## src/rtl/mem_bus_arbiter.sv

```systemverilog
`default_nettype none
// ============================================================================
//  Module   : mem_bus_arbiter
//  Purpose  : Shares the single-ported system RAM between the instruction
//             fetch path and the data memory path. One requester is granted
//             at a time. Grants alternate under contention. Each completion
//             is followed by one IDLE cycle.
//  Options  : define ARB_TIMEOUT_EN to enable the grant watchdog. The
//             watchdog aborts a grant that has waited TIMEOUT cycles.
//  Revision : 1.0  initial release
// ============================================================================
module mem_bus_arbiter #(
  parameter int          TIMEOUT  = 255,
  parameter logic [31:0] DEADWORD = 32'hBAD1BAD1
) (
  input  logic        CLK,
  input  logic        nRST,
  // instruction side
  input  logic        iREN,
  input  logic [31:0] iaddr,
  output logic        iwait,
  output logic [31:0] iload,
  // data side
  input  logic        dREN,
  input  logic        dWEN,
  input  logic [31:0] daddr,
  input  logic [31:0] dstore,
  output logic        dwait,
  output logic [31:0] dload,
  // RAM side
  output logic        ramREN,
  output logic        ramWEN,
  output logic [31:0] ramaddr,
  output logic [31:0] ramstore,
  input  logic [31:0] ramload,
  input  logic [1:0]  ramstate,
  // status
  output logic        arb_err
);

  typedef enum logic [1:0] {
    IDLE = 2'd0,
    IGNT = 2'd1,
    DGNT = 2'd2
  } state_t;

  localparam logic [1:0] C_RAM_ACCESS = 2'd2;
  localparam logic [1:0] C_RAM_ERROR  = 2'd3;
  localparam logic       C_SRV_INSTR  = 1'b0;
  localparam logic       C_SRV_DATA   = 1'b1;

  state_t state_q;
  logic   last_srv_q;

  logic w_dreq;
  logic w_ram_done;
  logic w_i_active;
  logic w_d_active;
  logic w_timeout;
  logic w_i_done;
  logic w_d_done;

  assign w_dreq     = dREN | dWEN;
  assign w_ram_done = (ramstate == C_RAM_ACCESS) || (ramstate == C_RAM_ERROR);
  // "active" means granted and the owner still holds its request.
  // A dropped request in a grant state is an abort, so enables are zero.
  assign w_i_active = (state_q == IGNT) && iREN;
  assign w_d_active = (state_q == DGNT) && w_dreq;
  assign w_i_done   = w_i_active && (w_ram_done || w_timeout);
  assign w_d_done   = w_d_active && (w_ram_done || w_timeout);

`ifdef ARB_TIMEOUT_EN
  localparam int CW = (TIMEOUT < 2) ? 1 : $clog2(TIMEOUT + 1);

  logic [CW-1:0] cnt_q;

  // A granted transfer is aborted once it has waited TIMEOUT cycles without the RAM finishing.
  assign w_timeout = (state_q != IDLE) && (cnt_q == CW'(TIMEOUT));

  // The watchdog counts granted cycles without completion.
  // Every grant is entered from IDLE, so clearing in IDLE clears on grant entry.
  always_ff @(posedge CLK or negedge nRST) begin
    if (!nRST) begin
      cnt_q <= '0;
    end else if (state_q == IDLE) begin
      cnt_q <= '0;
    end else if (!w_ram_done) begin
      cnt_q <= cnt_q + CW'(1);
    end
  end
`else
  logic [31:0] w_unused_timeout;

  assign w_unused_timeout = 32'(TIMEOUT);
  assign w_timeout        = 1'b0;
`endif

  // Grant FSM. When both sides request in IDLE, the side not served last wins.
  always_ff @(posedge CLK or negedge nRST) begin
    if (!nRST) begin
      state_q    <= IDLE;
      last_srv_q <= C_SRV_INSTR;
    end else begin
      case (state_q)
        IDLE: begin
          if (w_dreq && (!iREN || (last_srv_q == C_SRV_INSTR))) begin
            state_q <= DGNT;
          end else if (iREN) begin
            state_q <= IGNT;
          end
        end
        IGNT: begin
          if (!iREN) begin
            state_q <= IDLE;
          end else if (w_i_done) begin
            state_q    <= IDLE;
            last_srv_q <= C_SRV_INSTR;
          end
        end
        DGNT: begin
          if (!w_dreq) begin
            state_q <= IDLE;
          end else if (w_d_done) begin
            state_q    <= IDLE;
            last_srv_q <= C_SRV_DATA;
          end
        end
        default: state_q <= IDLE;
      endcase
    end
  end

  // RAM steering. A write takes precedence over a read when both data enables are high.
  assign ramREN   = w_i_active || (w_d_active && !dWEN);
  assign ramWEN   = w_d_active && dWEN;
  assign ramaddr  = w_i_active ? iaddr : (w_d_active ? daddr : 32'd0);
  assign ramstore = w_d_active ? dstore : 32'd0;

  // The requester's wait signal drops in the cycle its grant completes.
  // It also drops whenever the requester is not requesting.
  assign iwait = iREN   && !w_i_done;
  assign dwait = w_dreq && !w_d_done;

  assign iload = (state_q == IGNT) ? (w_timeout ? DEADWORD : ramload) : 32'd0;
  assign dload = (state_q == DGNT) ? (w_timeout ? DEADWORD : ramload) : 32'd0;

  // One-cycle error flag when a RAM error or a watchdog abort ends an active grant.
  assign arb_err = (w_i_active || w_d_active) &&
                   ((ramstate == C_RAM_ERROR) || w_timeout);

endmodule
`default_nettype wire
```

## config.mk

```make
export PLATFORM = sky130hd
export DESIGN_NAME = mem_bus_arbiter
export DESIGN_NICKNAME = d
export VERILOG_FILES = /design/src/rtl/mem_bus_arbiter.sv
export SDC_FILE = /design/constraint.sdc
export NUM_CORES = 1
export LEC_CHECK = 0
export ABC_AREA = 1
export BUFFER_PORTS_ARGS = -buffer_cell sky130_fd_sc_hd__buf_2
export CAP_MARGIN = 20
export CORE_AREA = 2 2 103 105
export DETAILED_ROUTE_END_ITERATION = 16
export DIE_AREA = 0 0 105 107
export PLACE_DENSITY = 0.51
export SYNTH_ARGS = -nofsm -noshare
export SYNTH_HDL_FRONTEND = slang
export SYNTH_SLANG_ARGS = --single-unit
```

## constraint.sdc

```tcl
create_clock -name CLK -period 1.2 [get_ports CLK]
set_input_delay 0.12 -clock CLK [delete_from_list [all_inputs] [get_ports CLK]]
set_output_delay 0.12 -clock CLK [all_outputs]
set_load 0.02 [all_outputs]
```

# After elaboration in Yosys (flattened, before gate mapping)
# Index checks and enable logic that the tools add are counted.
[totals] reg_bits=3 input_bits=135 output_inout_bits=133 elab_cells=54
[op_classes] n_eq_ne=11 n_mux=17 bitwise=2 n_reduce_logical=22
[op_table] operator="two-way mux 32 bit" count=5
[op_table] operator="two-way mux 2 bit" count=6
[op_table] operator="logical AND 1 bit" count=10
[op_table] operator="!= test 3 bit, second input constant" count=3
[op_table] operator="!= test 2 bit, second input constant" count=4
[op_table] operator="== test 2 bit, second input constant" count=3
[op_table] operator="one-hot mux 2 bit (3 select lines)" count=1
[op_table] operator="AND reduction 5 bit" count=1
[op_table] operator="zero test 1 bit" count=4
[op_table] operator="logical OR 1 bit" count=4
[op_table] operator="two-way mux 1 bit" count=4
[op_table] operator="AND reduction 3 bit" count=1
[op_table] operator="== test 2 x 1 -> 1 bit, second input constant" count=1
[op_table] operator="zero test 2 bit" count=1
[op_table] operator="one-hot mux 1 bit (2 select lines)" count=1
[op_table] operator="nonzero test 2 bit" count=1
[op_table] operator="NOT 1 bit" count=1
[op_table] operator="OR 1 bit" count=1

# Longest topological paths before layout
# Gate-level depths: netlist of run 1.
[depth] word_depth=6 depth_mapped=7 ltp_nobuf=7

# Worst setup path before layout of run 1
# OpenSTA, ideal clock, no wires.
[synth_timing] path_kind="register -> register" start="register state_q[1]" end="register state_q[1]" setup_ns=0.083 arrival_time_ns=1.245 required_ns=1.117 setup_slack_ns=-0.128 path_stages_with_launch=6 n_path_buf=0 period_less_slack_ns=1.328 cell_sequence="dfrtp_1 inv_2 nor2_4 a21boi_0 nand2_1 o21ai_0"
[synth_via] elab_chain_len=5 word_cells_on_any_way=12
[synth_rtl] element="start: declaration" line_no="52" rtl="state_t state_q;"
[synth_rtl] element="start signal: assignment" line_no="101" rtl="state_q <= IDLE;"
[synth_rtl] element="start signal: assignment" line_no="107" rtl="state_q <= DGNT;"
[synth_rtl] element="start signal: assignment" line_no="109" rtl="state_q <= IGNT;"
[synth_rtl] element="== test 2 bit / == test 2 x 1 -> 1 bit (equally long branches)" line_no="68, 104, 67"
[synth_rtl] element="logical AND 1 bit (on tied branches)" line_no="68, 67"
[synth_rtl] element="logical AND 1 bit (on tied branches)" line_no="70, 69"
[synth_rtl] element="!= test 3 bit (no source line)"
[synth_rtl] element="AND reduction 3 bit (no source line)"
# Several ways; a longest one is shown, not always the timed one.
# A chain may end at the register's enable or synchronous reset.

# Final worst setup path of run 1
[layout_timing] start="register state_q[0]" end="output ramstore[23]"
[layout_via] elab_chain_len=3
[layout_rtl] element="== test 2 bit" line_no="68" rtl="assign w_d_active = (state_q == DGNT) && w_dreq;"
[layout_rtl] element="logical AND 1 bit" line_no="68"
[layout_rtl] element="two-way mux 32 bit" line_no="137" rtl="assign ramstore = w_d_active ? dstore : 32'd0;"
[layout_rtl] element="end: declaration" line_no="34" rtl="output logic [31:0] ramstore,"
# No other way between the ends.

==> results.toml, run 1 <==
[min_path]
hold_path_class = "primary input to flop"
min_from = "iREN"

[setup_path]
critPathArrivalTime_ns = 1.46
crit_start = "state_q[0]"
rr_worst_depth = 5
slowest_stage = "dfrtp_1"
reg2reg_to = "state_q[0]"
cp_num_buf_inv = 3
crit_chain = "nor2_4 > nand2_4 > buf_6 > buf_16 > nor2_1 > buf_4"
reg2reg_setup_slack_ns = 0.01
worstSetupPathType = "flop to primary output"
end_kind = "primary output"
endpoint = "ramstore[23]"
r2r_start = "state_q[0]"
worstSetupStartpointType = "flop"
path_max_fanout = 16
critPathTopFamily = "buffers and inverters"
cp.depth = 6
slowest_delay_ns = 0.42
required_ns = 1.08

[power_and_ir_drop]
total_power_mw = 7.23
p_per_area_nw_per_um2 = 1890
p_leak_nw = 2.41
ir_worst_vdd_mv = 0.848

[routing]
route.vias.total = 2855
initialDrtViolationCount = 112
avgViaCountPerCell = 3.96
remaining_drc_errors = 0
wire_per_inst_um = 12.0
ant_nets = 0
wirelength_mm = 8.64
dr.pass1.iters = 4

[synthesis]
ys_warn_count = 0
ys_top_cells_by_area = "nand2_1 (30%), nor2_1 (28%), inv_1 (20%), dfrtp_1 (5.8%), buf_2 (3.5%)"
synthFlopType = "dfrtp_1"
ys_seq_elements = 3
syn-instance-count = 306
yosysMostFrequentCell = "nand2_1"
synthTopCellsByCount = "nand2_1 (105), nor2_1 (98), inv_1 (69), buf_2 (9), o21ai_0 (4)"
synth.cell_area_sq_um = 1290
syn_area_per_cell_sq_um = 4.23
synth-edff-count = 0
ys_seq_area_frac = 0.0580
synth.largest_area_cell = "nand2_1"
synth.distinct_cells = 17
synth_top_cell_area_share = 0.304
syn_nets = 441
async_reset_ff_frac = 1.00

[sta]
finalMaxSlewViolations = 0
slew_headroom = 0.874
hold_violations = 0
period_needed_ns = 1.58
max_slew.worst_pin.slew_ns = 0.188
holdWs_ns = 0.208
fin_crit_sh = 1.32
finalWorstSetupSlack_ns = -0.379
fin_worst_skew_ns = 0.00242
max_freq_mhz = 633
rsz0062_at_grt = "true"
setup_viol = 133

[clock_network]
cts.path.max_buffers = 2
clk_latency_ns = 0.22
cts.reportedPaths.clkPinSlew_ns = 0.03
cts_max_level = 1
cts.sinks = 3
root_buffer = "clkbuf_8"
cts_tree = "built"
cts_buffers = 3

[floorplan]
start_util = 0.128
fp.dieArea_sq_um = 11200
fp.dieH_um = 107
pin_count = 268
dieWidth_um = 105
core_area_sq_um = 10100
num_rows = 37

[run]
max-cap-violations = 0

[placed_design]
dp_slack_ns = -0.169
dp_hpwl_mm = 5.91
dp.cells = 705
portBuffers = 267
finalWeightedCongestion = 0.790

[global_route]
antenna_found_initial = 0
track_usage = 0.116
grt_max_degree = 34
grt_overflow = 0
grt_pass1_wl_mm = 10.8
grt_pass1_vias = 2484

[cells_and_area]
stdcell_count = 721
area_delta_synth_final_pct = 195
antenna_cells = 0
drive_gt1_frac = 0.643
final_nets = 721

[status]
violations = "negative setup slack"
status = "finished with violations"
repair_timing:
action	in CTS	in global routing
setup buffers	2	0
cloned	1	8
hold buffers	1	0
resized for setup	120	101
pin swaps	2	2
setup endpoints to repair	133	135
hold endpoints to repair	3	0
power by group:
group,total [mW],switching [mW],internal (mW)
Sequential,0.185,0.0367,0.148
Clock,0.299,0.0722,0.227
Combinational,6.75,3.77,2.98
Total,7.23,3.88,3.35
final cells by class:
| class | count | area [sq um] |
|---|---|---|
| Sequential cell | 3 | 75.1 |
| Tap cell | 136 | 170 |
| Clock buffer | 4 | 45.0 |
| Timing Repair Buffer | 290 | 2150 |
| Inverter | 72 | 278 |
| Fill cell | 1058 | 6270 |
| Multi-Input combinational cell | 216 | 1100 |
tightest hold or removal path: cells and delay by family:
family	cells	cell delay [ns]
buffers and inverters	1	0.13
AND/OR/NAND/NOR	2	0.13
registers in the layout (all words and copies together), names as in the netlist:
name	cells
last_srv_q	1
state_q	2
layer usage:
metal	vias to the layer above	wire [um]	GRT usage	share of wire
met4	0	85	0.0324	0.0098
met3	10	783	0.0310	0.091
met1	1272	3100	0.111	0.36
li1	1405	-	-	-
met5	-	0	0	0
met2	168	4680	0.240	0.54
cell families (layout without fill, tap and decap cells):
group                  count (synthesis)  count (layout)  share of synthesized area
DFF                                    3               3                     0.0580
buffers and inverters                 87             366                      0.287
AOI/OAI and AO/OA                      7               7                     0.0290
and+or+nand+nor                      209             209                      0.626
how the worst min path moves through the flow:
stage / end / slack (ns) / cells after the start
after global routing: state_q[0] / 0.23 / 3
after CTS: state_q[0] / 0.20 / 3
after detailed placement: state_q[0] / -0.08 / 1
final: state_q[0] / 0.21 / 3
after floorplan: last_srv_q / -0.18 / 0
after global placement: state_q[1] / -0.07 / 1
per-stage QoR:
stage | cell area, sq um | util | TNS, ns
2_1_floorplan | 1390 | - | -3.30
3_3_place_gp | 2940 | 0.291 | -3.57
3_5_place_dp | 2940 | 0.291 | -6.00
4_1_cts | 3340 | 0.331 | -37.44
5_1_grt | 3820 | 0.378 | -47.06
6_report | 3820 | 0.378 | -40.13
cell usage in the layout, fill, tap and decap left out, drive strengths merged:
master       count
clkbuf           9
a21boi           1
dfrtp            3
inv             72
nand2          106
or2              1
a21oi            1
o21ai            5
nand3            3
nor2            99
dlygate4sd3      1
buf            284
Power figures use the tool's default switching activity.
==> run 2, diff against run 1 <==
Settings changed: CORE_AREA 2 2 103 105 to 2 2 104 106, DIE_AREA 0 0 105 107 to 0 0 106 108, MAX_ROUTING_LAYER set to met4, PLACE_DENSITY 0.51 to 0.52.
Clock period 1.2 ns to 1.33 ns, I/O delays scaled along.
==> run 2 against run 1 <==
Effect of this change:
- the flow still finishes with violations (negative setup slack)
- routed wire length rose by 3.5%
- sequential cell count did not move
- non-clock buffer count fell by 1
- critical path depth rose by 2
- combinational power fell by 13%
- count of clock-buffer cells in the layout did not move
- utilization fell by 0.97 points
- total power fell by 13%
- final area fell by 1.2%
- first-iteration DRC count fell by 5.4%
- register-to-register slack improved by 0.08 ns
- largest power group unchanged
- highest routed layer unchanged
==> results.toml, run 2 (synthesized netlist as in run 1, its figures left out) <==
[min_path]
holdPathEnd = "state_q[0]"
min_from = "iREN"
hold_path_class = "primary input to flop"
hold_depth = 3

[sta]
max_slew.worst_pin.slew_ns = 0.182
slew_headroom = 0.879
hold_violations = 0
setup_viol = 133
period_needed_ns = 1.54
fin_crit_sh = 1.16
finalWorstSetupSlack_ns = -0.207
finalMaxSlewViolations = 0
rsz0062_at_grt = "true"
holdWs_ns = 0.240
max_freq_mhz = 651
fin_worst_skew_ns = 0.00145

[cells_and_area]
final_common_cell = "buf_2"
stdcell_count = 722
area_delta_synth_final_pct = 191
layout_common_cells = "buf_2 (134), buf_4 (98), nor2_1 (79)"
final_nets = 720
largest_reg_flops = 2
reg_top3 = "state_q: 2 flops, last_srv_q: 1 flops"
drive_gt1_frac = 0.625
largest-register = "state_q"

[setup_path]
critPathTopFamily = "buffers and inverters"
crit_top_cell = "nand2_2"
worstSetupPathType = "flop to primary output"
worstSetupStartpointType = "flop"
cp_num_buf_inv = 4
required_ns = 1.20
path_max_fanout = 6
r2r_start = "state_q[0]"
slowest_stage = "dfrtp_1"
reg2reg_to = "state_q[0]"
end_kind = "primary output"
slowest_delay_ns = 0.34
critPathArrivalTime_ns = 1.40
crit_chain = "inv_2 > nor2_4 > nand2_4 > inv_8 > clkbuf_16 > nand2_2 > nand2_2 > buf_6"
rr_worst_depth = 7
reg2reg_setup_slack_ns = 0.09

[placed_design]
portBuffers = 267
dp.cells = 707
dp_hpwl_mm = 6.54
finalWeightedCongestion = 0.814

[global_route]
grt_pass1_vias = 2469
track_usage = 0.127
grt_overflow = 0
grt_pass1_wl_mm = 11.5
grt_max_degree = 34
antenna_found_initial = 2

[floorplan]
pin_count = 268
num_rows = 37
dieWidth_um = 106
fp.dieArea_sq_um = 11400
start_util = 0.127
core_area_sq_um = 10200
fp.dieH_um = 108

[clock_network]
root_buffer = "clkbuf_8"
clk_latency_ns = 0.21
cts.path.max_buffers = 2
cts_buffers = 3
cts_tree = "built"
cts.sinks = 3
cts_max_level = 1
cts.reportedPaths.clkPinSlew_ns = 0.03

[power_and_ir_drop]
intPower_mw = 2.92
power_frac_seq = 0.026
ir_worst_vdd_mv = 0.570
pwr-share-clk = 0.041
p_leak_nw = 2.41
total_power_mw = 6.30
p_comb_frac = 0.932
swShare = 0.536
netSwitchingPower_mw = 3.37
p_per_area_nw_per_um2 = 1670

[run]
max-cap-violations = 0

[routing]
wire_per_inst_um = 12.4
dr.pass1.iters = 5
avgViaCountPerCell = 3.87
initialDrtViolationCount = 106
remaining_drc_errors = 0
ant_nets = 0
wirelength_mm = 8.94
route.vias.total = 2797

[status]
violations = "negative setup slack"
status = "finished with violations"
==> run 2: worst max path at each step <==
stage,end,cells after the start,from,slack [ns]
2_1_floorplan,state_q[1],5,state_q[1],0.002
3_3_place_gp,ramaddr[15],7,state_q[0],-0.03
3_5_place_dp,arb_err,7,state_q[0],-0.04
4_1_cts,arb_err,7,state_q[0],-0.21
5_1_grt,ramaddr[11],8,state_q[1],-0.29
6_report,ramaddr[11],8,state_q[1],-0.21
==> run 2: power by group through the flow <==
stage / sequential (mW) / combinational [mW] / clock (mW)
final: 0.167 / 5.87 / 0.260
after global routing: 0.173 / 6.24 / 0.283
after CTS: 0.163 / 5.11 / 0.268
after detailed placement: 0.165 / 4.25 / 0
after global placement: 0.166 / 4.29 / 0
after floorplan: 0.165 / 2.65 / 0
==> run 2: worst register-to-register path: stages (launching register included) <==
cell	delay [ns]
dfrtp_1	0.41
buf_4	0.14
nand2_2	0.09
buf_12	0.17
o21ai_1	0.12
inv_1	0.07
nand3_1	0.06
nand2_1	0.06
==> run 2: per-stage QoR <==
| stage | cell area [sq um] | worst slack, ns | utilization | TNS [ns] |
|---|---|---|---|---|
| global route | 3770 | -0.287 | 0.369 | -25.99 |
| CTS | 3330 | -0.209 | 0.325 | -16.17 |
| detailed placement | 2850 | -0.0449 | 0.278 | -0.159 |
| finish | 3770 | -0.207 | 0.369 | -15.60 |
| global placement | 2850 | -0.0315 | 0.278 | -0.147 |
| floorplan | 1290 | 0.00239 | - | 0 |
==> run 2: metal layers <==
layer / track usage / vias up / part of all wire
met5: - / - / 0
met4: 0.0169 / 0 / 0.0068
met3: 0.0356 / 4 / 0.096
met2: 0.248 / 174 / 0.55
met1: 0.128 / 1216 / 0.35
li1: - / 1403 / -
==> run 2: final cells by class <==
| class | count | area [sq um] |
|---|---|---|
| sequential | 3 | 75.1 |
| fill | 1097 | 6460 |
| timing repair buffer | 289 | 2140 |
| tap | 136 | 170 |
| inverter | 72 | 283 |
| multi-input combinational | 216 | 1050 |
| clock buffer | 4 | 45.0 |
| antenna | 2 | 5.00 |
==> run 2: repair_timing <==
action | in CTS | in global routing
gates cloned | 0 | 5
setup endpoints to repair | 133 | 134
pin swaps | 4 | 20
setup buffers | 1 | 2
hold endpoints to repair | 3 | 0
hold buffers | 1 | 0
gates resized for setup | 150 | 111
